## src/rtl/resp_sig_compactor.sv

```systemverilog
// Response-side MISR compactor: folds each valid response sample into a signature,
// then offers signature, sample count and expected-signature match on a valid/ready port.
module resp_sig_compactor #(
  parameter int               DATA_W = 330,
  parameter int               SIG_W  = 32,
  parameter logic [SIG_W-1:0] POLY   = 32'h04C11DB7,
  parameter logic [SIG_W-1:0] SEED   = 32'hFFFFFFFF,
  parameter int               CNT_W  = 16
) (
  input  logic              clk,
  input  logic              rst,
  input  logic              start,
  input  logic [CNT_W-1:0]  n_samples,
  input  logic [CNT_W-1:0]  skip,
  input  logic [DATA_W-1:0] data_in,
  input  logic              data_valid,
  input  logic [SIG_W-1:0]  exp_sig,
  output logic              busy,
  output logic [SIG_W-1:0]  sig_out,
  output logic [CNT_W-1:0]  cnt_out,
  output logic              res_valid,
  input  logic              res_ready,
  output logic              match
);

  localparam int NSL = (DATA_W + SIG_W - 1) / SIG_W;

  typedef enum logic [1:0] {IDLE, WARMUP, RUN, DONE} state_t;

  state_t               state, state_d;
  logic [SIG_W-1:0]     sig, sig_d, exp_lat, exp_d, fold, misr;
  logic [CNT_W-1:0]     cnt, cnt_d, cnt_inc;
  logic [CNT_W-1:0]     skip_cnt, skip_cnt_d, skip_inc;
  logic [CNT_W-1:0]     n_lat, n_d, skip_lat, skip_d;
  logic [NSL*SIG_W-1:0] padded;
  logic                 match_r, match_d;

  always_comb begin
    padded = '0;
    padded[DATA_W-1:0] = data_in;
    fold = '0;
    for (int unsigned k = 0; k < NSL; k++) begin
      fold ^= padded[k*SIG_W +: SIG_W];
    end
  end

  assign misr     = {sig[SIG_W-2:0], 1'b0} ^ (sig[SIG_W-1] ? POLY : '0) ^ fold;
  assign cnt_inc  = cnt + CNT_W'(1);
  assign skip_inc = skip_cnt + CNT_W'(1);

  always_comb begin
    state_d    = state;
    sig_d      = sig;
    cnt_d      = cnt;
    skip_cnt_d = skip_cnt;
    n_d        = n_lat;
    skip_d     = skip_lat;
    exp_d      = exp_lat;
    case (state)
      IDLE: begin
        if (start) begin
          n_d        = n_samples;
          skip_d     = skip;
          exp_d      = exp_sig;
          sig_d      = SEED;
          cnt_d      = '0;
          skip_cnt_d = '0;
          if (skip != '0)           state_d = WARMUP;
          else if (n_samples != '0) state_d = RUN;
          else                      state_d = DONE;
        end
      end
      WARMUP: begin
        if (data_valid) begin
          skip_cnt_d = skip_inc;
          if (skip_inc == skip_lat) state_d = (n_lat != '0) ? RUN : DONE;
        end
      end
      RUN: begin
        if (data_valid) begin
          sig_d = misr;
          cnt_d = cnt_inc;
          if (cnt_inc == n_lat) state_d = DONE;
        end
      end
      DONE: begin
        if (res_ready) state_d = IDLE;
      end
      default: state_d = IDLE;
    endcase
    // Compare against the values DONE will hold; they are frozen there, so re-evaluating each DONE cycle is stable.
    match_d = (state_d == DONE) && (sig_d == exp_d);
  end

  always_ff @(posedge clk) begin
    if (rst) begin
      state    <= IDLE;
      sig      <= SEED;
      cnt      <= '0;
      skip_cnt <= '0;
      n_lat    <= '0;
      skip_lat <= '0;
      exp_lat  <= '0;
      match_r  <= 1'b0;
    end else begin
      state    <= state_d;
      sig      <= sig_d;
      cnt      <= cnt_d;
      skip_cnt <= skip_cnt_d;
      n_lat    <= n_d;
      skip_lat <= skip_d;
      exp_lat  <= exp_d;
      match_r  <= match_d;
    end
  end

  assign busy      = (state == WARMUP) || (state == RUN);
  assign res_valid = (state == DONE);
  assign sig_out   = sig;
  assign cnt_out   = cnt;
  assign match     = match_r;

endmodule

```

## config.mk

```make
export PLATFORM = sky130hd
export DESIGN_NAME = resp_sig_compactor
export DESIGN_NICKNAME = d
export VERILOG_FILES = /design/src/rtl/resp_sig_compactor.sv
export SDC_FILE = /design/constraint.sdc
export NUM_CORES = 1
export LEC_CHECK = 0
export ABC_AREA = 1
export CAP_MARGIN = 10
export CORE_AREA = 2 2 174 176
export DETAILED_ROUTE_END_ITERATION = 10
export DIE_AREA = 0 0 176 178
export GPL_ROUTABILITY_DRIVEN = 0
export PLACE_DENSITY = 0.8
export SETUP_SLACK_MARGIN = 0.4
export SYNTH_ARGS = -nofsm -noshare
export SYNTH_HDL_FRONTEND = slang
export SYNTH_SLANG_ARGS = --single-unit
export TNS_END_PERCENT = 100
```

## constraint.sdc

```tcl
create_clock -name clk -period 6.78 [get_ports clk]
set_input_delay 1.695 -clock clk [delete_from_list [all_inputs] [get_ports clk]]
set_output_delay 1.695 -clock clk [all_outputs]
set_load 0.1 [all_outputs]
```

==> metrics.cfg, run 1 <==
[floorplanning]
rows=63
ios=450
die_h_um=178
core_area_um2=29400
start_util_pct=44.71
dieArea_um2=31330
die_width_um=176

[power_and_ir_drop]
peakVddDrop_mv=0.2261
netSwitchingPower_uw=1599
power.density_nw_per_um2=199.1
p_comb_share_pct=50.2
seq_power_share_pct=25.4
intPower_uw=2096
p_leak_uw=0.009786
p_clk_share_pct=24.4
sw_frac_of_total_pct=43.28

[critical_path]
crit_top_cell=nand2_1
worstReg2RegStart=state[0]$_SDFF_PP0_
worstSetupPathType=in -> reg
cp_slowest_cell=clkdlybuf4s50_1
worstPathMaxFanout=36
cp_data_arrival_time_ns=5.16
crit_path_start_kind=input port
cpPeakStageDelay_ns=0.94
crit_chain=clkdlybuf4s50_1 > nand2_4 > inv_2 > nor2_1 > inv_1 > a21oi_1 > nand2_1 > nand2_1 > nand2_1 > nand2_1 > nor2_1 > nand2_1 > nor2_1 > nand2_1 > nor2_1 > nand3_1 > nor2_1
startpoint=start
critPathRequiredTime_ns=7.14
worstSetupEndpointType=register
path_buf_inv=3
cp_top_family=buffers and inverters

[synthesis]
synth_most_common_cell=nand2_1
synth_top_area_share_pct=29.92
synth_seq_cells=131
synth-edff-count=0
synth.cell_area_um2=13150
ys_types=38
synth_area_leaders=nand2_1 30%, dfxtp_1 20%, inv_1 12%
seq_area_frac_synth_pct=19.95
async_reset_ff_share_pct=0
synth_top_area_cell=nand2_1
synthCells=2481
syn-num-nets=2886
yosysWarnings=0
syn_area_per_cell_um2=5.299
synth_flop_cell=dfxtp_1
synth_common_cells=1048 x nand2_1, 406 x inv_1, 245 x nand3_1

[sta]
tns_ns=0
rsz0062_at_grt=no
final.setup.worst_slack_ns=1.979
min_period_ns=4.801
setup_viol=0
maxSlewViolCount=0
final.period_utilization_pct=70.81
worst_clock_skew_ns=0.009329
hold_violations=0
slew_headroom_pct=23.97
worst_pin_slew_ns=1.139
fmax_ghz=0.2083

[global_routing]
antenna_found_initial=5
grt_util_all_layers_pct=28.78
grt_max_degree=89
gr-total-overflow=0
grt_pass1_vias=15440
grt_pass1_wl_um=72560

[run_status]
status=complete, no violations

[clock_tree]
cts_tree=done
postCtsSetupRepairBufs=0
hold_buffers=0
cts_resized=0
clk_pin_slew_ns=0.05
cts_sinks=131
cts.path.max_buffers=2
numCtsBuffers=17
clk_latency_ns=0.43
h-tree-depth=4
root_buffer=clkbuf_16

[placed_design]
dp_hpwl_um=37230
pre_cts_ws_ns=1.694
placed_cells=3274
io_buffers=449

[routing]
vias=16640
highest_layer=met4
antenna_left=0
met2_length_um=23030
route.met3.wl_um=3659
via_per_inst=5.024
first_pass_iters=8
drc=0
first_iter_violations=1074
wl_um=46730
routedWlPerCell_um=14.11
drt-met1-wl_um=18090

[final_layout]
fin_cells=3312
drive_above_1_share_pct=3.190
area_growth_pct=41.13
fin_util_pct=63.10
n_fill_cell=2687
nNetsFinal=3309

[job]
max_cap_viol_count=0

[min_path]
worstHoldStart=skip_lat[12]$_SDFFE_PP0P_
worstHoldPathType=reg -> reg

-- state kept, by name, indices dropped and copies added, names as in the netlist --
register / count
sig_out: 32
skip_lat: 16
state: 2
cnt_out: 16
match: 1
skip_cnt: 16
n_lat: 16
exp_lat: 32
-- path summary, 6_finish.rpt --
| kind | end | slack, ns | cells after the start |
|---|---|---|---|
| setup reg to reg | match$_SDFF_PP0_ | 2.83 | 17 |
| setup / recovery | match$_SDFF_PP0_ | 1.98 | 17 |
| hold / removal | skip_lat[12]$_SDFFE_PP0P_ | 0.48 | 2 |
| hold reg to reg | skip_lat[12]$_SDFFE_PP0P_ | 0.48 | 2 |
-- through the flow --
stage / power, uW / cell area (um2) / hold WS, ns
global placement: 2736 / 17960 / 0.4599
detailed placement: 2788 / 17960 / 0.4680
CTS: 3685 / 18530 / 0.4764
finish: 3695 / 18550 / 0.4759
global route: 3937 / 18550 / 0.4926
floorplan: 2164 / 13150 / 0.4413
-- tightest hold or removal path, stage by stage (launching register included) --
cell	delay, ns
dfxtp_1	0.30
inv_1	0.07
a21oi_1	0.06
-- cell families after synthesis --
kind of cell | count (synthesis) | share of synthesized area [%]
compound gates | 204 | 7.995
buf+inv | 462 | 13.33
xor+xnor | 130 | 8.661
simple gates | 1541 | 48.96
mux | 7 | 0.5330
fa+ha+maj | 6 | 0.5710
flops | 131 | 19.95
-- cells in the final DEF (no fill, tap or decap), types with 3 or more instances in the layout --
master and count:
or2_0 6, mux2i_1 7, inv_2 4, inv_1 404, nor3_1 8, clkbuf_16 17
diode_2 7, nand4_1 15, nand2_1 1048, xor2_1 72, nand3_1 245, a211oi_1 3
nor2_2 3, nand3b_1 28, nor4_1 11, xnor2_1 58, buf_4 7, clkinv_2 4
o21ai_0 73, dfxtp_1 131, clkinvlp_4 4, clkdlybuf4s50_1 447, or2_2 37, nor2_1 131
ha_1 5, a21oi_1 119
-- power groups by stage --
stage	Sequential (uW)	Combinational (uW)	Clock, uW
after floorplan	1180	980	0
after global placement	951	1780	0
after detailed placement	954	1830	0
after CTS	938	1850	902
after global routing	950	2050	935
final	939	1850	901
-- cell type report --
class | count | area [um2] | share of cell area (%)
Antenna cell | 7 | 17.52 | 0.09441
Clock buffer | 20 | 456.7 | 2.461
Clock inverter | 10 | 110.1 | 0.5934
Inverter | 410 | 1539 | 8.295
Multi-Input combinational cell | 1888 | 8783 | 47.34
Sequential cell | 131 | 2623 | 14.13
Tap cell | 390 | 488.0 | 2.630
Timing Repair Buffer | 456 | 4537 | 24.45
-- layer usage --
| layer | track usage, % | vias up |
|---|---|---|
| met2 | 53.13 | 659 |
| met1 | 32.05 | 7389 |
| li1 | - | 8470 |
| met5 | 0 | - |
| met3 | 5.541 | 123 |
| met4 | 12.74 | 0 |
Note: power is estimated with default switching activity, not from simulation.
==> run 2, diff against run 1 <==
CORE_AREA = not set   (was 2 2 174 176)
CORE_MARGIN = 2   (was not set)
CORE_UTILIZATION = 43   (was not set)
DIE_AREA = not set   (was 0 0 176 178)
clock period = 4 ns   (was 6.78 ns; I/O delays follow)
==> metrics.cfg, run 2 (synthesis results as in run 1) <==
[sta]
rsz0062_at_grt=no
slew_headroom_pct=28.29  ; +4.3 points
worst_clock_skew_ns=0.01447  ; +0.005145 ns
final.setup.worst_slack_ns=0.8808  ; -1.098 ns
worst_pin_slew_ns=1.072  ; -0.06648 ns
tns_ns=0  ; unchanged
fmax_ghz=0.3206
hold_violations=0  ; unchanged
final.period_utilization_pct=77.98
min_period_ns=3.119
whs_ns=0.4772  ; +0.001248 ns
setup_viol=0  ; unchanged
maxSlewViolCount=0  ; unchanged

[final_layout]
final_common_cell=nand2_1
area_growth_pct=41.74
nNetsFinal=3318  ; +0.27%
final_cell_mix=1048 x nand2_1, 443 x clkdlybuf4s50_1, 405 x inv_1, 245 x nand3_1
drive_above_1_share_pct=3.657  ; +0.47 points
n_fill_cell=2820  ; +4.9%
multiInputGateArea_um2=8783  ; unchanged
regArea_um2=2623  ; unchanged
fin_util_pct=61.40  ; -1.7 points
final_cell_area_um2=18630  ; +0.43%

[power_and_ir_drop]
p_clk_share_pct=24.1  ; -0.3 points
p_leak_uw=0.009828  ; +0.43%
netSwitchingPower_uw=2710  ; +69%
peakVddDrop_mv=0.3137  ; +39%
seq_power_share_pct=25.5  ; about the same
intPower_uw=3539  ; +69%
sw_frac_of_total_pct=43.37  ; +0.086 points
power.density_nw_per_um2=335.3  ; +68%
p_comb_share_pct=50.4  ; +0.2 points

[critical_path]
path_buf_inv=1  ; -2
endpoint=sig_out[12]
cp_data_arrival_time_ns=2.12  ; -3.04 ns
cp.depth=1  ; -16
reg2reg_slack_ns=1.07  ; -1.76 ns
worstPathMaxFanout=5  ; -86%
crit_path_start_kind=register
worstSetupEndpointType=primary output
worstReg2RegStart=state[0]$_SDFF_PP0_
critPathRequiredTime_ns=3.00  ; -4.14 ns
crit_chain=clkdlybuf4s50_1
worstSetupPathType=reg -> out
cpPeakStageDelay_ns=1.22  ; +0.28 ns
reg2regPathDepth=18  ; +1
startpoint=sig_out[12]$_SDFF_PP1_
cp_top_family=buffers and inverters
cp_slowest_cell=clkdlybuf4s50_1
worstReg2RegEnd=match$_SDFF_PP0_

[clock_tree]
postCtsSetupRepairBufs=0  ; unchanged
clk_pin_slew_ns=0.06  ; about the same
cts.path.max_buffers=2  ; unchanged
clk_latency_ns=0.42  ; about the same
hold_buffers=0  ; unchanged
cts_resized=0  ; unchanged
h-tree-depth=4  ; unchanged
numCtsBuffers=17  ; unchanged
root_buffer=clkbuf_16
cts_sinks=131  ; unchanged
cts_tree=done

[floorplanning]
dieArea_um2=31990  ; +2.1%
die_h_um=178.9  ; +0.48%
rows=64  ; +1.6%
start_util_pct=43.32  ; -1.4 points
die_width_um=178.9  ; +1.6%
core_area_um2=30350  ; +3.2%
ios=450  ; unchanged

[routing]
first_pass_iters=6  ; -2
via_per_inst=4.970  ; -1.1%
first_iter_violations=903  ; -16%
wl_um=46530  ; -0.42%
drc=0  ; unchanged
vias=16540  ; -0.64%
routedWlPerCell_um=13.99  ; -0.87%
antenna_left=0  ; unchanged

[global_routing]
grt_max_degree=57  ; -36%
antenna_found_initial=6  ; +1
busiest_layer=met2
gr-usage-met2_pct=52.92  ; -0.22 points
grt_pass1_vias=15540  ; +0.64%
grt_pass1_wl_um=71950  ; -0.85%
grt_util_all_layers_pct=27.93  ; -0.84 points
grt_use_met3_pct=5.301  ; -0.24 points
met1_usage_pct=30.37  ; -1.7 points
gr-total-overflow=0  ; unchanged

[run_status]
status=complete, no violations

[placed_design]
pre_cts_ws_ns=0.6407  ; -1.053 ns
dp_hpwl_um=37860  ; +1.7%
place_area_um2=18040  ; +0.43%
io_buffers=449  ; unchanged

[min_path]
worstHoldPathType=reg -> reg

[job]
max_cap_viol_count=0  ; unchanged

## run 2: cell types whose count changed in the layout (fill, tap and decap cells not counted), moves of 2 or more
cell and delta:
buf_4 +12, clkdlybuf4s50_1 -4, clkinv_2 -4, clkinvlp_4 +3, diode_2 -2
## run 2: per-layer routing
metal  part of all wire [%]  vias up
met3                    7.5      106
met2                     50      601
met4                    3.2        4
met5                  0.049        -
met1                     39     7340
li1                       -     8484
## run 2: area by class of cell
cell class,instances,area share (%)
Sequential cell,131,14.07
Clock inverter,10,0.5372
Antenna cell,5,0.06715
Multi-Input combinational cell,1888,47.14
Inverter,410,8.259
Timing Repair Buffer,465,24.72
Tap cell,396,2.659
Clock buffer,22,2.545
## run 2: metrics by stage
stage / instances / power (uW)
after floorplan: 2481 / 3667
after global placement: 3289 / 4649
after detailed placement: 3289 / 4737
after CTS: 3321 / 6244
after global routing: 3327 / 6671
final: 3327 / 6249
## run 2: power by group through the flow
stage / logic [uW] / clock network, uW / registers [uW]
final: 3150 / 1500 / 1600
after global routing: 3480 / 1580 / 1610
after CTS: 3140 / 1510 / 1590
after detailed placement: 3120 / 0 / 1620
after global placement: 3030 / 0 / 1620
after floorplan: 1660 / 0 / 2010
## run 2: worst min path at each step
stage                                    startpoint                         to  cells past startpoint  slack (ns)
after floorplan           skip_lat[11]$_SDFFE_PP0P_  skip_lat[11]$_SDFFE_PP0P_                      2        0.44
after global placement     skip_lat[1]$_SDFFE_PP0P_   skip_lat[1]$_SDFFE_PP0P_                      2        0.46
after detailed placement  skip_lat[11]$_SDFFE_PP0P_  skip_lat[11]$_SDFFE_PP0P_                      2        0.47
after CTS                 skip_lat[11]$_SDFFE_PP0P_  skip_lat[11]$_SDFFE_PP0P_                      2        0.48
after global routing       skip_lat[2]$_SDFFE_PP0P_   skip_lat[2]$_SDFFE_PP0P_                      2        0.51
final                     skip_lat[11]$_SDFFE_PP0P_  skip_lat[11]$_SDFFE_PP0P_                      2        0.48
